$ cat config.mk
export PLATFORM = sky130hd
export DESIGN_NAME = div_issue_flat
export DESIGN_NICKNAME = d
export VERILOG_FILES = /design/src/rtl/div_issue_pkg.sv /design/src/rtl/div_issue_if.sv /design/src/rtl/div_issue_hilo_regs.sv /design/src/rtl/div_issue.sv /design/src/flat_wrapper.sv
export SDC_FILE = /design/constraint.sdc
export NUM_CORES = 1
export LEC_CHECK = 0
export CAP_MARGIN = 40
export CORE_MARGIN = 2
export CORE_UTILIZATION = 46
export DETAILED_ROUTE_END_ITERATION = 10
export PLACE_DENSITY = 0.94
export SYNTH_ARGS = -nofsm -noshare
export SYNTH_HDL_FRONTEND = slang
export SYNTH_HIERARCHICAL = 1
export SYNTH_SLANG_ARGS = --single-unit
$ cat constraint.sdc
create_clock -name div_clk -period 4.7 [get_ports div_clk]
set_clock_uncertainty 0.2 [all_clocks]
set_input_delay 1.175 -clock div_clk [delete_from_list [all_inputs] [get_ports div_clk]]
set_output_delay 1.175 -clock div_clk [all_outputs]
set_load 0.03 [all_outputs]
$ cat src/rtl/div_issue_pkg.sv
// div_issue_pkg: shared state encoding and constants for the divider issue controller
package div_issue_pkg;
  typedef enum logic [1:0] {IDLE, BUSY, DRAIN, COOL} state_t;
  localparam logic [31:0] DIV_ZERO_LO = 32'hFFFF_FFFF;
endpackage

$ cat src/rtl/div_issue_if.sv
// div_issue_if: request/response link between the issue controller and the iterative divider
interface div_issue_if;
  logic        div;
  logic        div_signed;
  logic [31:0] x;
  logic [31:0] y;
  logic [31:0] s;
  logic [31:0] r;
  logic        complete;
  modport master (output div, div_signed, x, y, input s, r, complete);
  modport slave (input div, div_signed, x, y, output s, r, complete);
endinterface

$ cat src/rtl/div_issue_hilo_regs.sv
// div_issue_hilo_regs: architectural HI/LO with divider results taking priority over MTHI/MTLO
module div_issue_hilo_regs #(
  parameter logic [31:0] RESET_HI = 32'h0,
  parameter logic [31:0] RESET_LO = 32'h0
) (
  input  logic        div_clk,
  input  logic        resetn,
  input  logic        res_we,
  input  logic [31:0] res_hi,
  input  logic [31:0] res_lo,
  input  logic        mthi_we,
  input  logic        mtlo_we,
  input  logic [31:0] mt_data,
  output logic [31:0] hi,
  output logic [31:0] lo
);
  // divider result beats a same-edge move-to write for both registers
  always_ff @(posedge div_clk) begin
    if (!resetn) begin
      hi <= RESET_HI;
      lo <= RESET_LO;
    end else begin
      hi <= res_we ? res_hi : mthi_we ? mt_data : hi;
      lo <= res_we ? res_lo : mtlo_we ? mt_data : lo;
    end
  end
endmodule

$ cat src/rtl/div_issue.sv
// div_issue: issues DIV/DIVU to the iterative divider, stalls the pipeline and owns HI/LO
module div_issue
  import div_issue_pkg::*;
#(
  parameter logic [31:0] RESET_HI = 32'h0,
  parameter logic [31:0] RESET_LO = 32'h0
) (
  input  logic         div_clk,
  input  logic         resetn,
  input  logic         op_valid,
  input  logic         op_signed,
  input  logic [31:0]  op_a,
  input  logic [31:0]  op_b,
  input  logic         op_cancel,
  input  logic         mthi_we,
  input  logic         mtlo_we,
  input  logic [31:0]  mt_data,
  output logic         stall,
  div_issue_if.master  dbus,
  output logic [31:0]  hi,
  output logic [31:0]  lo
);
  state_t state, state_n;
  logic zero_div, accept, res_we;
  logic [31:0] res_hi, res_lo;
  assign zero_div = op_b == '0;
  assign res_hi = (state == BUSY) ? dbus.r : op_a;
  assign res_lo = (state == BUSY) ? dbus.s : DIV_ZERO_LO;
  // next state, stall and result-write decode; divide by zero resolves in IDLE without the divider
  always_comb begin
    state_n = state;
    stall = 1'b0;
    accept = 1'b0;
    res_we = 1'b0;
    case (state)
      IDLE: begin
        accept = op_valid && !op_cancel && !zero_div;
        res_we = op_valid && !op_cancel && zero_div;
        stall = op_valid && !zero_div;
        state_n = accept ? BUSY : IDLE;
      end
      BUSY: begin
        stall = 1'b1;
        res_we = dbus.complete && !op_cancel;
        state_n = op_cancel ? COOL : dbus.complete ? DRAIN : BUSY;
      end
      DRAIN: begin
        stall = op_valid;
        state_n = dbus.complete ? DRAIN : IDLE;
      end
      COOL: begin
        stall = op_valid;
        state_n = IDLE;
      end
    endcase
  end
  // state register, divider request level and operand latches held for the whole divide
  always_ff @(posedge div_clk) begin
    if (!resetn) begin
      state <= IDLE;
      dbus.div <= 1'b0;
      dbus.div_signed <= 1'b0;
      dbus.x <= '0;
      dbus.y <= '0;
    end else begin
      state <= state_n;
      dbus.div <= state_n == BUSY;
      if (accept) begin
        dbus.div_signed <= op_signed;
        dbus.x <= op_a;
        dbus.y <= op_b;
      end
    end
  end
  div_issue_hilo_regs #(.RESET_HI(RESET_HI), .RESET_LO(RESET_LO)) hilo_regs (
    .div_clk (div_clk),
    .resetn  (resetn),
    .res_we  (res_we),
    .res_hi  (res_hi),
    .res_lo  (res_lo),
    .mthi_we (mthi_we),
    .mtlo_we (mtlo_we),
    .mt_data (mt_data),
    .hi      (hi),
    .lo      (lo)
  );
endmodule
$ cat src/flat_wrapper.sv
// flat-port wrapper written by rule: the top's interface ports become plain ports
module div_issue_flat import div_issue_pkg::*;
#(
  parameter logic [31:0] RESET_HI = 32'h0,
  parameter logic [31:0] RESET_LO = 32'h0
)
  (div_clk, resetn, op_valid, op_signed, op_a, op_b, op_cancel, mthi_we, mtlo_we, mt_data, stall, hi, lo, dbus_div, dbus_div_signed, dbus_x, dbus_y, dbus_s, dbus_r, dbus_complete);
  div_issue_if dbus_i ();
  input  logic div_clk;
  input  logic resetn;
  input  logic op_valid;
  input  logic op_signed;
  input  logic [31:0] op_a;
  input  logic [31:0] op_b;
  input  logic op_cancel;
  input  logic mthi_we;
  input  logic mtlo_we;
  input  logic [31:0] mt_data;
  output logic stall;
  output logic [31:0] hi;
  output logic [31:0] lo;
  output wire logic [$bits(dbus_i.div)-1:0] dbus_div;
  output wire logic [$bits(dbus_i.div_signed)-1:0] dbus_div_signed;
  output wire logic [$bits(dbus_i.x)-1:0] dbus_x;
  output wire logic [$bits(dbus_i.y)-1:0] dbus_y;
  input wire logic [$bits(dbus_i.s)-1:0] dbus_s;
  input wire logic [$bits(dbus_i.r)-1:0] dbus_r;
  input wire logic [$bits(dbus_i.complete)-1:0] dbus_complete;
  assign dbus_div = dbus_i.div;
  assign dbus_div_signed = dbus_i.div_signed;
  assign dbus_x = dbus_i.x;
  assign dbus_y = dbus_i.y;
  assign dbus_i.s = dbus_s;
  assign dbus_i.r = dbus_r;
  assign dbus_i.complete = dbus_complete;
  div_issue #(.RESET_HI(RESET_HI), .RESET_LO(RESET_LO)) u_core (.div_clk(div_clk), .resetn(resetn), .op_valid(op_valid), .op_signed(op_signed), .op_a(op_a), .op_b(op_b), .op_cancel(op_cancel), .mthi_we(mthi_we), .mtlo_we(mtlo_we), .mt_data(mt_data), .stall(stall), .dbus(dbus_i), .hi(hi), .lo(lo));
endmodule
==> results.md <==
- Of the available clock period, the critical path in the final layout requires a little over nine tenths.
- In this run the mean area of a mapped cell was 9.411 um2.
- The cell count of the worst reg-to-reg path is 5.
- The setup path with the least slack is of type input port to output pin.
- The routed design has between 20 and 25 mm of wire.
- Traced cell by cell, the critical path runs through clkdlybuf4s50_1, nor4_1, buf_4, nand4_1, o31ai_1, nand2_1, clkdlybuf4s50_1.
- The clock tree synthesis step divided the H-tree into 4 levels.
- The power consumption is 3.274 mW.
- The via density per instance is approximately 5.2.
- Counting flops and latches in the post-synthesis netlist gives approximately 130.
- After detailed routing, the average wire length per cell comes to 18.11 um.
- The initial antenna violation count is 0.
- The clock slew at the register clock pins of the worst setup and hold paths is around 0.050 ns.
- The TritonCTS clock tree is done.
- In the post-synthesis netlist, the biggest area contributors are sky130_fd_sc_hd__dfxtp_1 38%, sky130_fd_sc_hd__mux2_4 13%, sky130_fd_sc_hd__nand2_1 12%, sky130_fd_sc_hd__mux2i_1 9.4%, sky130_fd_sc_hd__o211a_1 9.2%.
- The sum of negative setup slack is 0 ns.
- Summed over all layers, the global routing overflow is 0.
- The number of cell rows is 44.
- Detailed placement ended at an HPWL of approximately 16 mm.
- Input and output buffers added on the ports amount to 298.
- The count of clock tree sinks is between 100 and 150.
- For this run, the top clock speed supported by timing is approximately 220 MHz.
- The cell count after synthesis is approximately 740.
- The endpoint type of the worst setup path is an output pin.
- The number of different library cells used by synthesis comes to 29.
- The most repeated library cell on the critical path is sky130_fd_sc_hd__clkdlybuf4s50_1.
- In the detailed route, the total length drawn on met2 is around 11 mm.
- In the final layout, the share of cells above drive strength 1 is a little under an eighth.
- The synthesized design spends more area on one cell type than any other, namely sky130_fd_sc_hd__dfxtp_1.
- The reg2reg setup slack is ~2.5 ns.
- The global-route total usage across every layer is 26.42%.
- The met3 layer wire length in the routed design is 1.683 mm.
- The register area share after synthesis is 38.15%.
- The run finished with clean final reports.
- At the worst endpoint, the required time is ~3.3 ns.
- In this run the biggest area consumer among cell types represents about two fifths of the synthesized area.
- For this configuration, the core starts out at a cell density of 47.30%.
- The full die area is ~16000 um2.
- The via count of the first global-routing pass is between 6000 and 7000.
- The global-route wire length before repair is 33.33 mm.
- In this run the vertical extent of the chip is roughly 130 um.
- In this design, the stage delay of the slowest critical-path cell is roughly 0.6 ns.
- Routability-driven placement finished with a final weighted congestion of about 0.84.
- Along the worst path, the maximum fanout reaches 2.
- The number of buffers added by the clock tree synthesis step is 17.
- The area added between synthesis and finish is 51.77%.
- The most used flip-flop cell after synthesis is sky130_fd_sc_hd__dfxtp_1.
- The transition at the pin with the smallest max-transition slack is approximately 0.8 ns.
- On the critical path the largest part of the delay comes from buffers and inverters.
- The number of hold buffers added after cts is 0.
- between 200 and 300 I/O pins were placed.
- The commonest cells after synthesis are 228 x sky130_fd_sc_hd__nand2_1, 132 x sky130_fd_sc_hd__dfxtp_1, 76 x sky130_fd_sc_hd__nand2b_1.
- The length of routed wiring on met1 is roughly 8.4 mm.
- Setup violations remaining at the end of the flow were counted as 0.
- For this run, the detailed router's first-pass iteration total came to 4.
- The power density over the cells is approximately 310 nW/um2.
- In the routed design, unresolved DRC markers number 0.
- The number of nets in the layout is ~1200.
- Yosys printed 6 warnings.
- The die width is 126.7 um.
- The tool flagged a number of max-cap violations equal to 0.
- The count of antenna diodes in the layout is 0.
- The reg-to-reg endpoint is u_core/hilo_regs/hi[7].
- The worst hold path belongs to the class flip-flop to flip-flop.
- The count of antenna-violating nets left after detailed routing is 0.
- The detailed router's first-iteration violation count is around 310.
- The reg-to-reg startpoint is u_core/state[1].
- The maximum vdd drop is ~0.22 mV.
- The shortest clock period the worst path allows after layout is around 4.6 ns.
- The leakage power is 5.055 nW.
- Entering global routing, the biggest net connects ~120 pins.
- The final hold slack is roughly 0.26 ns.
- The cell depth of the worst hold path is 2.
- The post-synthesis async set-or-reset flop share is 0%.
- Yosys instantiated no cell more often than sky130_fd_sc_hd__nand2_1.
- The startpoint of the lowest-slack hold path is u_core/dbus.x[13].
- The number of endpoints with negative hold slack in the final report came to 0.
- Post-CTS timing repair inserted 0 buffers for setup.
- The number of buffers and inverters on the critical path is 3.
- Clock latency on the worst-skew pair, taken at its later pin, is slightly above 0.4 ns.
- The cell area that synthesis handed to floorplanning was 6927 um2.
- The end point of the most critical hold path is u_core/dbus.x[13].
- The highest layer used for signal routing is met4.
- The root buffer selected by CTS is sky130_fd_sc_hd__clkbuf_16.
- The via total after detailed routing is between 6000 and 7000.
- The number of max-slew violations in the final report is 0.
- Counting every net in the synthesized netlist gives roughly 900.
- The critical path startpoint category is an input port.
- The number of enable flip-flop cells after synthesis is 0.
- Headroom to the max-slew limit came out at a little under half.
- For this design, the slowest cell found on the critical path is sky130_fd_sc_hd__clkdlybuf4s50_1.
- For the worst setup path, the data arrival time is 3.21 ns.
- Setup repair after global routing left no endpoint under its margin.
- Including well taps, the total number of placed cells is ~1200.
- The number of cells in the finished layout apart from fillers is roughly 1200.
- After floorplanning, the core was sized to cover between 10000 and 15000 um2.
- The longest clock path from root to sink contains 2 buffers.
[per-layer routing]
metal	track usage [%]	up-vias
met3	8.013	53
met5	0	-
met4	12.35	0
met1	28.71	2941
met2	47.19	276
li1	-	2996
[worst register-to-register path: stages (launching register included)]
cell                      delay, ns
sky130_fd_sc_hd__dfxtp_1       0.37
sky130_fd_sc_hd__nor4b_2       0.45
sky130_fd_sc_hd__a32o_4        0.43
sky130_fd_sc_hd__buf_4         0.30
sky130_fd_sc_hd__or2b_1        0.26
sky130_fd_sc_hd__o211a_1       0.13
[worst max path at each step]
stage                     startpoint     to  slack (ns)  cells past startpoint
after floorplan             op_b[26]  stall        1.25                      4
after global placement      op_b[26]  stall        0.24                      7
after detailed placement    op_b[27]  stall        0.16                      7
after CTS                   op_b[27]  stall        0.16                      7
after global routing        op_b[27]  stall        0.05                      7
final                       op_b[27]  stall        0.11                      7
[power breakdown]
part / leakage [nW] / switching [mW] / internal [mW] / total [mW]
Combinational: 3.69 / 0.377 / 0.406 / 0.783
Clock: 0.276 / 0.505 / 0.755 / 1.26
Sequential: 1.08 / 0.0390 / 1.19 / 1.23
[cells by family (layout without fill, tap and decap cells)]
family,after synthesis,after routing,synth area share [%]
buffers and inverters,64,346,5.889
muxes,129,129,23.05
DFF,132,132,38.15
AOI/OAI and AO/OA,72,72,10.06
and+or+nand+nor,339,339,22.85
[layout make-up]
class	instances	area, um2
well taps	184	230.2
clock inverters	12	105.1
repair buffers	312	3162
clock buffers	20	456.7
multi-input cells	540	3909
inverters	2	7.507
flip-flops and latches	132	2643
fillers	1055	4131
[cells in the final DEF (no fill, tap or decap), drive strengths merged]
master | Yosys | final
clkinv | 0 | 7
a211oi | 1 | 1
a21o | 1 | 1
nand2b | 76 | 76
dfxtp | 132 | 132
or2b | 21 | 21
nor4b | 1 | 1
inv | 2 | 4
a21oi | 1 | 1
nor2b | 1 | 1
o21ai | 3 | 3
clkbuf | 36 | 20
o31ai | 1 | 1
o211a | 64 | 64
nand4 | 2 | 2
a32o | 1 | 1
clkinvlp | 0 | 2
and2 | 1 | 1
nor4 | 8 | 8
bufinv | 0 | 1
buf | 26 | 17
nor2 | 1 | 1
mux2i | 65 | 65
mux2 | 64 | 64
clkdlybuf4s50 | 0 | 295
nand2 | 228 | 228
[repair_timing]
action | 4_1_cts | 5_1_grt
setup endpoints to repair | 0 | 1
endpoints found under the hold margin | 0 | 0
gates resized for setup | 0 | 1
[metrics by stage]
step                area [um2]  worst slack (ns)  util (%)
global route             10510           0.04631     71.79
global placement          9877            0.2379     67.45
finish                   10510            0.1133     71.79
detailed placement        9945            0.1632     67.91
floorplan                 6927             1.254         -
CTS                      10510            0.1568     71.74
[flip-flops by register name (all words and copies together) (netlist names)]
register                flops
u_core/hilo_regs/hi        32
u_core/hilo_regs/lo        32
u_core/state                2
u_core/dbus.x              32
u_core/dbus.div             1
u_core/dbus.y              32
u_core/dbus.div_signed      1
Note: power is estimated with default switching activity, not from simulation.
